## config.mk

```make
export PLATFORM = sky130hd
export DESIGN_NAME = shift_left32
export DESIGN_NICKNAME = d
export VERILOG_FILES = /design/src/rtl/shift_left32.sv
export SDC_FILE = /design/constraint.sdc
export NUM_CORES = 1
export LEC_CHECK = 0
export CELL_PAD_IN_SITES_DETAIL_PLACEMENT = 0
export CELL_PAD_IN_SITES_GLOBAL_PLACEMENT = 1
export CORE_ASPECT_RATIO = 1.1
export CORE_MARGIN = 3
export CORE_UTILIZATION = 22
export DETAILED_ROUTE_END_ITERATION = 8
export PLACE_DENSITY_LB_ADDON = 0.1
export SYNTH_ARGS = -nofsm -noshare
export SYNTH_HDL_FRONTEND = slang
export SYNTH_SLANG_ARGS = --single-unit
```

## constraint.sdc

```tcl
create_clock -name clk -period 0.8 [get_ports clk]
set_input_delay 0.16 -clock clk [delete_from_list [all_inputs] [get_ports clk]]
set_output_delay 0.16 -clock clk [all_outputs]
set_load 0.01 [all_outputs]
```

## src/rtl/shift_left32.sv

```systemverilog
// Fixed logical left shift by SHAMT with an overflow flag for bits lost off the top.
// Combinational y/ovf plus a one-cycle registered copy under synchronous active-low reset.

module shift_left32 #(
  parameter int unsigned WIDTH = 32,
  parameter int unsigned SHAMT = 2
) (
  input  logic             clk,
  input  logic             rst,
  input  logic [WIDTH-1:0] a,
  output logic [WIDTH-1:0] y,
  output logic             ovf,
  output logic [WIDTH-1:0] y_r,
  output logic             ovf_r
);

  logic [WIDTH-1:0] y_r_d, y_r_q;
  logic             ovf_r_d, ovf_r_q;

  assign y = a << SHAMT;

  // Guard against a zero-width slice of a when no bits are shifted out.
  generate
    if (SHAMT == 0) begin : g_no_ovf
      assign ovf = 1'b0;
    end else begin : g_ovf
      assign ovf = |a[WIDTH-1 -: SHAMT];
    end
  endgenerate

  always_comb begin
    y_r_d   = y;
    ovf_r_d = ovf;
    if (!rst) begin
      y_r_d   = '0;
      ovf_r_d = 1'b0;
    end
  end

  always_ff @(posedge clk) begin
    y_r_q   <= y_r_d;
    ovf_r_q <= ovf_r_d;
  end

  assign y_r   = y_r_q;
  assign ovf_r = ovf_r_q;

endmodule

```

Word-level counts from Yosys, hierarchy flattened:

Cells that the tools add are included.

* output and inout port bits: 66
* bits of input ports: 34
* register bits: 33
* word-level logic and storage cells: 4

* reductions and logical operators: 1

Operators with widths (count)
* OR reduction 2 bit: 1

Depth between registers and ports, before layout:

Gate-level depths: netlist (run 1).

* depth in word-level cells: 1
* depth in mapped cells: 2
* mapped depth without buffers: 1

Worst setup path before layout (run 1):

No wires, ideal clock.

* path type: input-to-output
* start: input port a[31]
* end: output port ovf
* slack: 174 ps
* arrival time: 466 ps
* stages: 1
* buffers on the path: 0
* data required time: 640 ps
* cells stage by stage: or2_2

* longest elaborated chain between the ends: 1

RTL lines
* start, declared: line 10 `input logic [WIDTH-1:0] a,`
* OR reduction 2 bit: line 27 `assign ovf = |a[WIDTH-1 -: SHAMT];`
* end, declared: line 12 `output logic ovf,`

No other way between the ends.

Final worst setup path (run 1):

* start: register y_r_q[28] (netlist: y_r[28])
* end: output port y_r[28]

RTL lines
* start, declared: line 17 `logic [WIDTH-1:0] y_r_d, y_r_q;`
* start signal, assigned: line 41 `y_r_q <= y_r_d;`
* end, declared: line 13 `output logic [WIDTH-1:0] y_r,`

No word-level cell between the ends.

==> results of run 1 <==
[timing repair]
action,CTS,global route
gates resized for setup,290,16
hold endpoints to repair,0,0
pin swaps,1,0
setup endpoints to repair,62,32
[stage by stage]
stage | instances | util [%] | power (µW)
finish | 229 | 36.34 | 3507
global route | 229 | 36.34 | 3718
CTS | 228 | 35.38 | 3571
detailed placement | 220 | 39.97 | 2383
global placement | 220 | 39.97 | 2374
floorplan | 104 | - | 1973
[worst paths after layout]
check             startpoint       to  depth (start not counted)
setup / recovery     y_r[28]  y_r[28]                          1
hold / removal         a[30]    ovf_r                          2
[per-layer routing]
metal  vias up  track usage [%]
met2        58            15.92
met3         2            5.919
met5         -                0
met1       346            9.650
li1        409                -
met4         0            4.348
[final cells by class]
cell class / count / area, µm²
diodes: 1 / 2.502
clock buffers: 8 / 100.1
fillers: 487 / 3003
multi-input cells: 36 / 219.0
flip-flops and latches: 31 / 633.1
well taps: 56 / 70.07
repair buffers: 97 / 689.4
[cell families after synthesis]
kind of cell | Yosys count | share of synthesized area [%]
other | 1 | 0.3421
AOI/OAI and AO/OA | 1 | 0.6852
buffers and inverters | 37 | 24.66
DFF | 31 | 56.62
and+or+nand+nor | 31 | 17.69
[registers in the layout, indices dropped and copies added (netlist names)]
signal,count
ovf_r,1
y_r,30
[layout by cell type, fill, tap and decap left out]
| cell type | count |
|---|---|
| clkbuf_1 | 1 |
| or2_4 | 1 |
| buf_6 | 11 |
| dlygate4sd2_1 | 30 |
| diode_2 | 1 |
| clkbuf_2 | 2 |
| clkdlybuf4s50_1 | 1 |
| o21a_1 | 1 |
| buf_2 | 51 |
| dfxtp_1 | 21 |
| buf_4 | 1 |
| buf_12 | 1 |
| conb_1 | 4 |
| and2_1 | 30 |
| clkbuf_8 | 7 |
| dfxtp_2 | 10 |
[report_power, final]
| part | switching (µW) | internal (µW) | leakage (µW) |
|---|---|---|---|
| Combinational | 228 | 278 | 0.000568 |
| Clock | 562 | 785 | 0.0000515 |
| Sequential | 22.4 | 1630 | 0.000261 |
| Total | 812 | 2690 | 0.000880 |
==> qor.yml, run 1 <==
floorplan:
  rows: 26
  die_h_um: 80.03
  start_util_pct: 23.24
  ios: 100
  fp.dieW_um: 73.30
  die-area_mm2: 0.005866
  coreArea_mm2: 0.004717
route:
  dr.pass1.iters: 2
  wirelength_mm: 2.777
  ant_nets: 0
  wl_met3_um: 407
  drt-wirelength-per-cell_um: 12.13
  wl_met1_um: 985
  avgViaCountPerCell: 3.559
  drcViolationCount: 0
  vias: 815
  first_iter_violations: 13
  wl_met2_mm: 1.364
  top_layer_used: "met4"
synth:
  async_reset_ff_share_pct: 0
  postSynthCellCount: 101
  synth-main-ff-cell: "dfxtp_1"
  ys_ff_latch: 31
  synth_top_area_share_pct: 56.62
  synth_edf_count: 0
  avgSynthCellArea_um2: 10.85
  ys.warnings.count: 0
  synthTopCellsByCount: "34 x buf_4, 31 x dfxtp_1, 30 x and2_1, 2 x clkbuf_2"
  synthDistinctLibCells: 8
  syn_area_mm2: 0.001096
  synth_most_common_cell: "buf_4"
  synthTopCellsByArea: "dfxtp_1 57%, buf_4 23%, and2_1 17%, clkbuf_2 0.91%, o21a_1 0.68%"
  synth_top_cell_by_area: "dfxtp_1"
  ys_seq_area_share_pct: 56.62
grt:
  grt_max_degree: 32
  grt_pass1_vias: 832
  grt_overflow: 0
  antenna_found_initial: 1
  grt_usage_pct: 9.693
  grt_pass1_wl_mm: 4.126
final_layout:
  fin_nets: 205
  drive_above_1_share_pct: 48.84
  syn2layout_area_growth_pct: 56.39
  fin_area_mm2: 0.001714
placed_design:
  io_buffers: 95
  routabilityCongestion: 0.6580
  dp_slack_ps: -707.6
  detailed_place.area_mm2: 0.001886
worst_setup_path:
  critPathMaxFanout: 1
  worstSetupEndpointType: "output pin"
  cp_slowest_cell: "dfxtp_1"
  cp_num_buf_inv: 1
  cpLargestDelayFamily: "flip-flops"
  required_ps: 640
  path_class: "flop to output pin"
  cp-start-kind: "flop"
  critPathMaxStageDelay_ps: 310
  arrival_ps: 710
  crit_chain: "buf_2"
pwr:
  p_per_area_mw_per_mm2: 2046
  p_leak_uw: 0.0008803
  ir_worst_vdd_v: 0.0009113
hold_path:
  hold_class: "input pin to flop"
cts:
  root_buffer: "clkbuf_8"
  numCtsBuffers: 5
  cts_setup_buffers: 0
  htreeDepth: 2
  cts_tree: "yes"
  ctsHoldBuffers: 0
  clock-sinks: 31
  clk_pin_slew_ps: 70
  cts.path.max_buffers: 2
timing:
  timing.hold.ws_ps: 101.5
  setup_tns_ps: -1819
  setup_viol: 31
  fin_ws_ps: -73.59
  fmax_ghz: 1.145
  finalCritPeriodShare_pct: 109.2
  slew_viol_final: 0
  rsz0062_at_grt: "yes"
  fin_crit_ps: 873.6
  finalHoldViolations: 0
run_status:
  outcome: "finished with violations"
  failed_checks: "setup timing"
job:
  maxCapViolCount: 0
No activity file was read; power rests on OpenSTA's default activity.
==> run 2, diff against run 1 <==
--- a/config.mk
+++ b/config.mk
@@ -5,11 +5,13 @@
 export SDC_FILE = /design/constraint.sdc
 export NUM_CORES = 1
 export LEC_CHECK = 0
+export CAP_MARGIN = 20
 export CELL_PAD_IN_SITES_DETAIL_PLACEMENT = 0
 export CELL_PAD_IN_SITES_GLOBAL_PLACEMENT = 1
 export CORE_ASPECT_RATIO = 1.1
 export CORE_MARGIN = 3
 export CORE_UTILIZATION = 22
+export CTS_CLUSTER_DIAMETER = 80
 export DETAILED_ROUTE_END_ITERATION = 8
 export PLACE_DENSITY_LB_ADDON = 0.1
 export SYNTH_ARGS = -nofsm -noshare
==> results of run 2 <==
No change in the layout: final DEF, timing and power equal those of run 1.
==> run 3, diff against run 2 <==
--- a/config.mk
+++ b/config.mk
@@ -17,3 +17,4 @@
 export SYNTH_ARGS = -nofsm -noshare
 export SYNTH_HDL_FRONTEND = slang
 export SYNTH_SLANG_ARGS = --single-unit
+export TNS_END_PERCENT = 1
==> run 3 against run 2 <==
The flow still finishes with violations (setup timing). Critical path depth did not move. Cell area did not move. Routed wire length barely moved. Setup slack barely moved. First-iteration DRC count did not move. Die area did not move. Global-route usage did not move. Non-clock buffer count did not move. Maximum frequency barely moved. Clock power barely moved. Count of clock-buffer cells in the layout did not move. Critical endpoint unchanged. Largest cell class unchanged.
==> qor.yml, run 3 (same netlist as run 1, synthesis figures left out) <==
run_status:
  outcome: "finished with violations"
  failed_checks: "setup timing"
route:
  wirelength_mm: 2.778
  ant_nets: 0
  dr.pass1.iters: 2
  avgViaCountPerCell: 3.559
  vias: 815
  first_iter_violations: 13
  drt-wirelength-per-cell_um: 12.13
  drcViolationCount: 0
worst_setup_path:
  worstSetupEndpointType: "output pin"
  crit_chain: "buf_2"
  critPathMaxFanout: 1
  path_class: "flop to output pin"
  cp-start-kind: "flop"
  required_ps: 640
  cp_num_buf_inv: 1
  cp_slowest_cell: "dfxtp_1"
  arrival_ps: 710
  cpLargestDelayFamily: "flip-flops"
  critPathMaxStageDelay_ps: 310
grt:
  grt_pass1_vias: 831
  grt_pass1_wl_mm: 4.126
  grt_overflow: 0
  antenna_found_initial: 1
  grt_max_degree: 32
  grt_usage_pct: 9.693
final_layout:
  fin_nets: 205
  layout_commonest_cell: "buf_2"
  final_util_pct: 36.34
  drive_above_1_share_pct: 48.84
  fillCellCount: 487
  final_cell_mix: "53 x buf_2, 30 x and2_1, 30 x dlygate4sd2_1"
  fin_area_mm2: 0.001714
  largest_reg_flops: 30
  layout.cells.non_filler: 229
  syn2layout_area_growth_pct: 56.39
timing:
  fin_ws_ps: -73.58
  finalCritPeriodShare_pct: 109.2
  setup_viol: 31
  finalHoldViolations: 0
  fmax_ghz: 1.145
  rsz0062_at_grt: "yes"
  timing.hold.ws_ps: 98.68
  fin_crit_ps: 873.6
  slew_viol_final: 0
cts:
  cts.path.max_buffers: 2
  htreeDepth: 2
  cts_tree: "yes"
  cts_setup_buffers: 0
  clk_pin_slew_ps: 70
  root_buffer: "clkbuf_8"
  clock-sinks: 31
  numCtsBuffers: 5
job:
  maxCapViolCount: 0
floorplan:
  coreArea_mm2: 0.004717
  rows: 26
  fp.dieW_um: 73.30
  start_util_pct: 23.24
  die_h_um: 80.03
  ios: 100
  die-area_mm2: 0.005866
placed_design:
  detailed_place.area_mm2: 0.001886
  io_buffers: 95
  routabilityCongestion: 0.6580
  dp_cells: 220
hold_path:
  worstHoldStart: "a[30]"
  hold_class: "input pin to flop"
  hold_path_depth: 2
  whs_endpoint: "ovf_r"
pwr:
  ir_worst_vdd_v: 0.0009113
  p_leak_uw: 0.0008799
  finalPower_uw: 3507
  p_per_area_mw_per_mm2: 2046
-- run 3: metrics by stage --
step,setup slack [ps],TNS [ps]
2_1_floorplan,174.4,0
3_3_place_gp,-700.0,-29580
3_5_place_dp,-707.6,-29950
4_1_cts,-91.98,-2465
5_1_grt,-112.5,-3093
6_report,-73.58,-1817
-- run 3: how the worst max path moves through the flow --
stage | start | end | slack, ps | depth (start not counted)
3_5_place_dp | a[31] | ovf | -710 | 3
6_report | y_r[28] | y_r[28] | -70 | 1
5_1_grt | y_r[29] | y_r[29] | -110 | 1
3_3_place_gp | a[31] | ovf | -700 | 3
2_1_floorplan | a[31] | ovf | 170 | 1
4_1_cts | y_r[28] | y_r[28] | -90 | 1
-- run 3: what timing repair did --
| action | CTS | global route |
|---|---|---|
| resized for setup | 294 | 14 |
| endpoints found under the setup margin | 62 | 31 |
| pin swaps | 1 | 0 |
| hold buffers | 0 | 0 |
-- run 3: layer usage --
layer	vias to the layer above	global-route usage (%)	part of all wire (%)
met3	2	5.919	15
met1	346	9.650	35
met5	-	0	0
met4	0	4.348	0.68
met2	58	15.92	49
li1	409	-	-
-- run 3: power breakdown --
group	internal (µW)	switching (µW)
Combinational	278	228
Clock	785	562
Sequential	1630	22.4
-- run 3: final cells by class --
cell class | instances | area (µm²) | share of cell area (%)
repair buffers | 97 | 689.4 | 40.22
flip-flops and latches | 31 | 633.1 | 36.93
multi-input cells | 36 | 219.0 | 12.77
clock buffers | 8 | 100.1 | 5.839
well taps | 56 | 70.07 | 4.088
diodes | 1 | 2.502 | 0.1460
==> RTL change 1: new RTL, config.mk and constraints of run 3 <==
Set the parameter `WIDTH` to 24 (it was 32).
--- a/src/rtl/shift_left32.sv
+++ b/src/rtl/shift_left32.sv
@@ -2,7 +2,7 @@
 // Combinational y/ovf plus a one-cycle registered copy under synchronous active-low reset.
 
 module shift_left32 #(
-  parameter int unsigned WIDTH = 32,
+  parameter int unsigned WIDTH = 24,
   parameter int unsigned SHAMT = 2
 ) (
   input  logic             clk,
Interface: changed (resized a, y and y_r); port bits go from 100 to 76. The function was not compared with the original's and may differ.
==> RTL change 1 against run 3 <==
- the flow still finishes with violations (negative setup slack)
- sequential cell count decreased by 8
- sequential power shrank 26%
- count of clock-buffer cells in the layout fell by 4
- cell count is 21% lower
- largest cell class unchanged
- cell area is 25% lower
- total power down 34%
- worst setup slack better by 0.025 ns
- routed wire length is 33% lower
- synthesized area fell by 23%
- critical path depth unchanged
- core utilization down 1.5 points
==> RTL change 1: results (changes against run 3) <==
[clocking]
cts_buffers=3  ; was 5
ctsLongestPathBuffers=2  ; unchanged
htreeDepth=1  ; was 2
clockRootBuffer=clkbuf_8  ; unchanged
path_clk_slew_ns=0.08

[synthesis]
synth.top_cells.by_area=dfxtp_1 54%, buf_4 23%, and2_2 11%, and2_1 7.4%, buf_6 2.7%  ; was dfxtp_1 57%, buf_4 23%, and2_1 17%, clkbuf_2 0.91%, o21a_1 0.68%
synth_ff_type=dfxtp_1  ; unchanged
ys.warnings.count=0  ; unchanged
synth_seq_area_share=0.543  ; was 0.566
synthTopCellsByCount=26 x buf_4, 23 x dfxtp_1, 12 x and2_2  ; was 34 x buf_4, 31 x dfxtp_1, 30 x and2_1
synth_cell_types=8  ; unchanged
async_flop_share=0  ; unchanged

[place]
pre_cts_slack_ns=-0.721  ; was -0.708 ns
place.gp.congestion=0.618  ; was 0.658
io_buffers=71  ; was 95
dp_hpwl_um=1470

[route]
drt-initial-drc-count=3  ; was 13
wl_um=1850  ; was 2780 µm
first_pass_iters=2  ; unchanged
num_vias=613  ; was 815

[grt]
first_global_vias=655  ; was 831
grt_use_total=0.0798  ; was 0.0969
grt_util_met3=0.0365  ; was 0.0592
grt_pass1_wl_um=2850  ; was 4130 µm
antenna_found_initial=0  ; was 1
grt_max_degree=14  ; was 32
use_met2=0.144  ; was 0.159
use_met1=0.0767  ; was 0.0965

[min_path]
hold_path.class=primary input to flop  ; unchanged
hp-start=a[22]  ; was a[30]

[setup_path]
arrival_ns=0.69  ; was 0.71 ns
startpoint=y_r[14]$_SDFF_PN0_  ; was y_r[28]$_SDFF_PN0_
crit_path_max_fanout=1  ; unchanged
slowest_delay_ns=0.31  ; about the same
critPathSlowestCell=dfxtp_1  ; unchanged
crit_family=flip-flops  ; unchanged

[timing]
tns_ns=-0.989  ; was -1.82 ns
timing.final.max_slew_violations=0  ; unchanged
setup_ws_ns=-0.0487  ; was -0.0736 ns
setup_violations=23  ; was 31

[final_layout]
antenna_cells=0  ; was 1
largest_reg_flops=22  ; was 30
drive_above_1_share=0.577  ; was 0.488
fin_nets=157  ; was 205

[power_and_ir_drop]
p_leak_nw=0.660  ; was 0.880 nW
ir_drop_uv=609  ; was 911 µV

[run_status]
violations=negative setup slack  ; unchanged
outcome=finished with violations  ; unchanged

-- RTL change 1: cell count changes after synthesis, sizes merged --
cell,change
and2,-8
buf,-7
clkbuf,-2
dfxtp,-8
-- RTL change 1: final cells by class --
| type | count | area, µm² |
|---|---|---|
| clock buffers | 4 | 45.0 |
| multi-input cells | 28 | 184 |
| repair buffers | 75 | 523 |
| well taps | 50 | 62.6 |
| fillers | 433 | 2400 |
| flip-flops and latches | 23 | 469 |
-- RTL change 1: kinds of logic after synthesis --
| logic type | share of synthesized area |
|---|---|
| DFF | 0.543 |
| buffers and inverters | 0.257 |
| AOI/OAI and AO/OA | 0.00885 |
| and+or+nand+nor | 0.187 |
| other | 0.00442 |
-- RTL change 1: per-stage QoR --
step	total power (W)	hold WS, ns	utilization	instances	area, µm²
floorplan	0.00148	0.270	-	79	860
global placement	0.00177	0.760	0.392	176	1450
detailed placement	0.00178	0.774	0.392	176	1450
CTS	0.00235	0.111	0.336	180	1240
global route	0.00244	0.109	0.349	180	1280
finish	0.00231	0.120	0.349	180	1280
-- RTL change 1: worst paths after layout --
path	slack (ns)	end	cells after the start
setup / recovery	-0.05	y_r[14]	1
hold / removal	0.12	ovf_r$_SDFF_PN0_	2
-- RTL change 1: per-layer routing --
metal | routed length, µm | up-vias
li1 | - | 306
met1 | 664 | 259
met2 | 910 | 46
met3 | 261 | 2
met4 | 12 | 0
met5 | 0 | -
-- RTL change 1: power by group --
group          total [W]  switching (W)  internal (W)
sequential       0.00123      0.0000156       0.00121
clock           0.000697       0.000343      0.000354
combinational   0.000384       0.000168      0.000216
total            0.00231       0.000527       0.00178
-- RTL change 1: timing repair --
action,in CTS,in global routing
buffers inserted,0,0
endpoints found under the setup margin,46,29
cloned,0,0
pin swaps,1,0
resized for setup,218,12
==> RTL change 2: new RTL, flow settings as in run 3 <==
Without the edit above. Register the input `a` before use, without a reset. The logic sees it one clock later. Comments in the files are not updated.
--- a/src/rtl/shift_left32.sv
+++ b/src/rtl/shift_left32.sv
@@ -14,17 +14,23 @@
   output logic             ovf_r
 );
 
+  logic [WIDTH-1:0] a_q;
+
+  always_ff @(posedge clk) begin
+    a_q <= a;
+  end
+
   logic [WIDTH-1:0] y_r_d, y_r_q;
   logic             ovf_r_d, ovf_r_q;
 
-  assign y = a << SHAMT;
+  assign y = a_q << SHAMT;
 
   // Guard against a zero-width slice of a when no bits are shifted out.
   generate
     if (SHAMT == 0) begin : g_no_ovf
       assign ovf = 1'b0;
     end else begin : g_ovf
-      assign ovf = |a[WIDTH-1 -: SHAMT];
+      assign ovf = |a_q[WIDTH-1 -: SHAMT];
     end
   endgenerate
 
Behaviour: not the same (a bounded check fails within 4 cycles, from zero or initial values and one cycle with rst low).
==> RTL change 2 against run 3 <==
- the run still ends with negative setup slack left
- first-iteration DRC count decreased by 62%
- global-route usage is 1.1 points lower
- sequential cell count is 32 higher
- routed wire length up 31%
- sequential power up 110%
- clock power is 110% higher
- cell area is 65% higher
- worst setup slack worse by 0.28 ns
- synthesized area grew 58%
- total power increased by 97%
- fmax is 24% lower
==> RTL change 2: results (changes against run 3) <==
[run_status]
outcome=finished with violations  ; unchanged
violations=negative setup slack  ; unchanged

[setup_path]
crit_path_end=ovf  ; was y_r[28]
critPathSlowestCell=dfxtp_2  ; was dfxtp_1
crit_path_max_fanout=2  ; was 1
critPathKind=flop to output port  ; unchanged
startpoint=a_q[31]$_DFF_P_  ; was y_r[28]$_SDFF_PN0_
reg2reg_depth=2
crit_family=flip-flops  ; unchanged

[synthesis]
synth.top_cells.by_area=dfxtp_1 73%, buf_4 15%, and2_1 11%, clkbuf_2 0.58%, o21a_1 0.43%  ; was dfxtp_1 57%, buf_4 23%, and2_1 17%, clkbuf_2 0.91%, o21a_1 0.68%
synthTopCellsByCount=63 x dfxtp_1, 34 x buf_4, 30 x and2_1  ; was 34 x buf_4, 31 x dfxtp_1, 30 x and2_1
syn_inst=133  ; was 101
synth_seq_area_share=0.726  ; was 0.566

[clocking]
cts_buffers=9  ; was 5
htreeDepth=3  ; was 2
clockRootBuffer=clkbuf_8  ; unchanged
cts_resized=320  ; was 294

[timing]
setup_violations=62  ; was 31
setup_ws_ns=-0.353  ; was -0.0736 ns
tns_ns=-7.35  ; was -1.82 ns

[place]
place.gp.congestion=0.653  ; was 0.658
dpl_cell_area_um2=2580  ; was 1890 µm²
dp.cells=302  ; was 220
pre_cts_slack_ns=-0.419  ; was -0.708 ns

[grt]
first_global_vias=1140  ; was 831
grt_max_degree=18  ; was 32
grt_use_total=0.0856  ; was 0.0969
antenna_found_initial=0  ; was 1
grt_pass1_wl_um=5660  ; was 4130 µm

[min_path]
min_path_cells=1  ; was 2
hp-start=a[1]  ; was a[30]
hold_end=a_q[1]$_DFF_P_  ; was ovf_r$_SDFF_PN0_

[power_and_ir_drop]
switching_power_w=0.00147  ; was 0.000812 W
p_leak_nw=1.23  ; was 0.880 nW
ir_drop_uv=867  ; was 911 µV

[route]
wire_per_inst_um=11.4  ; was 12.1 µm
drt-initial-drc-count=5  ; was 13
viasPerCell=3.34  ; was 3.56
first_pass_iters=4  ; was 2

[final_layout]
antenna_cells=0  ; was 1
instances_no_fill=318  ; was 229
drive_above_1_share=0.592  ; was 0.488
fillers=770  ; was 487
fin_nets=242  ; was 205
largest_reg_flops=32  ; was 30

==> RTL change 2: final cells by class <==
class,instances,area (µm²),area share
clock buffers,12,165,0.0585
clock inverters,4,52.6,0.0186
multi-input cells,36,219,0.0776
flip-flops and latches,63,1320,0.466
well taps,105,131,0.0465
repair buffers,98,938,0.332
==> RTL change 2: through the flow <==
| stage | util | hold slack, ns |
|---|---|---|
| after floorplan | - | 0.188 |
| after global placement | 0.342 | 0.426 |
| after detailed placement | 0.342 | 0.436 |
| after CTS | 0.365 | 0.236 |
| after global routing | 0.374 | 0.242 |
| final | 0.374 | 0.266 |
==> RTL change 2: power groups by stage <==
| stage | Combinational, W | Clock [W] | Sequential, W |
|---|---|---|---|
| 4_1_cts | 0.000631 | 0.00300 | 0.00340 |
| 6_report | 0.000639 | 0.00287 | 0.00341 |
| 2_1_floorplan | 0.000243 | 0 | 0.00347 |
| 3_3_place_gp | 0.000675 | 0 | 0.00343 |
| 3_5_place_dp | 0.000678 | 0 | 0.00344 |
| 5_1_grt | 0.000685 | 0.00316 | 0.00343 |
==> RTL change 2: cell families (layout without fill, tap and decap cells) <==
| family | Yosys count | after routing | synth area share |
|---|---|---|---|
| flip-flops | 63 | 63 | 0.726 |
| buffers and inverters | 37 | 114 | 0.156 |
| AO/OA/AOI/OAI | 1 | 1 | 0.00432 |
| other | 1 | 4 | 0.00216 |
| AND/OR/NAND/NOR | 31 | 31 | 0.112 |
==> RTL change 2: per-layer routing <==
| layer | routed length, µm | GRT usage | part of all wire | vias up |
|---|---|---|---|---|
| li1 | - | - | - | 513 |
| met1 | 1220 | 0.0786 | 0.34 | 483 |
| met2 | 1880 | 0.138 | 0.52 | 57 |
| met3 | 413 | 0.0507 | 0.11 | 10 |
| met4 | 109 | 0.0671 | 0.030 | 0 |
| met5 | 0 | 0 | 0 | - |
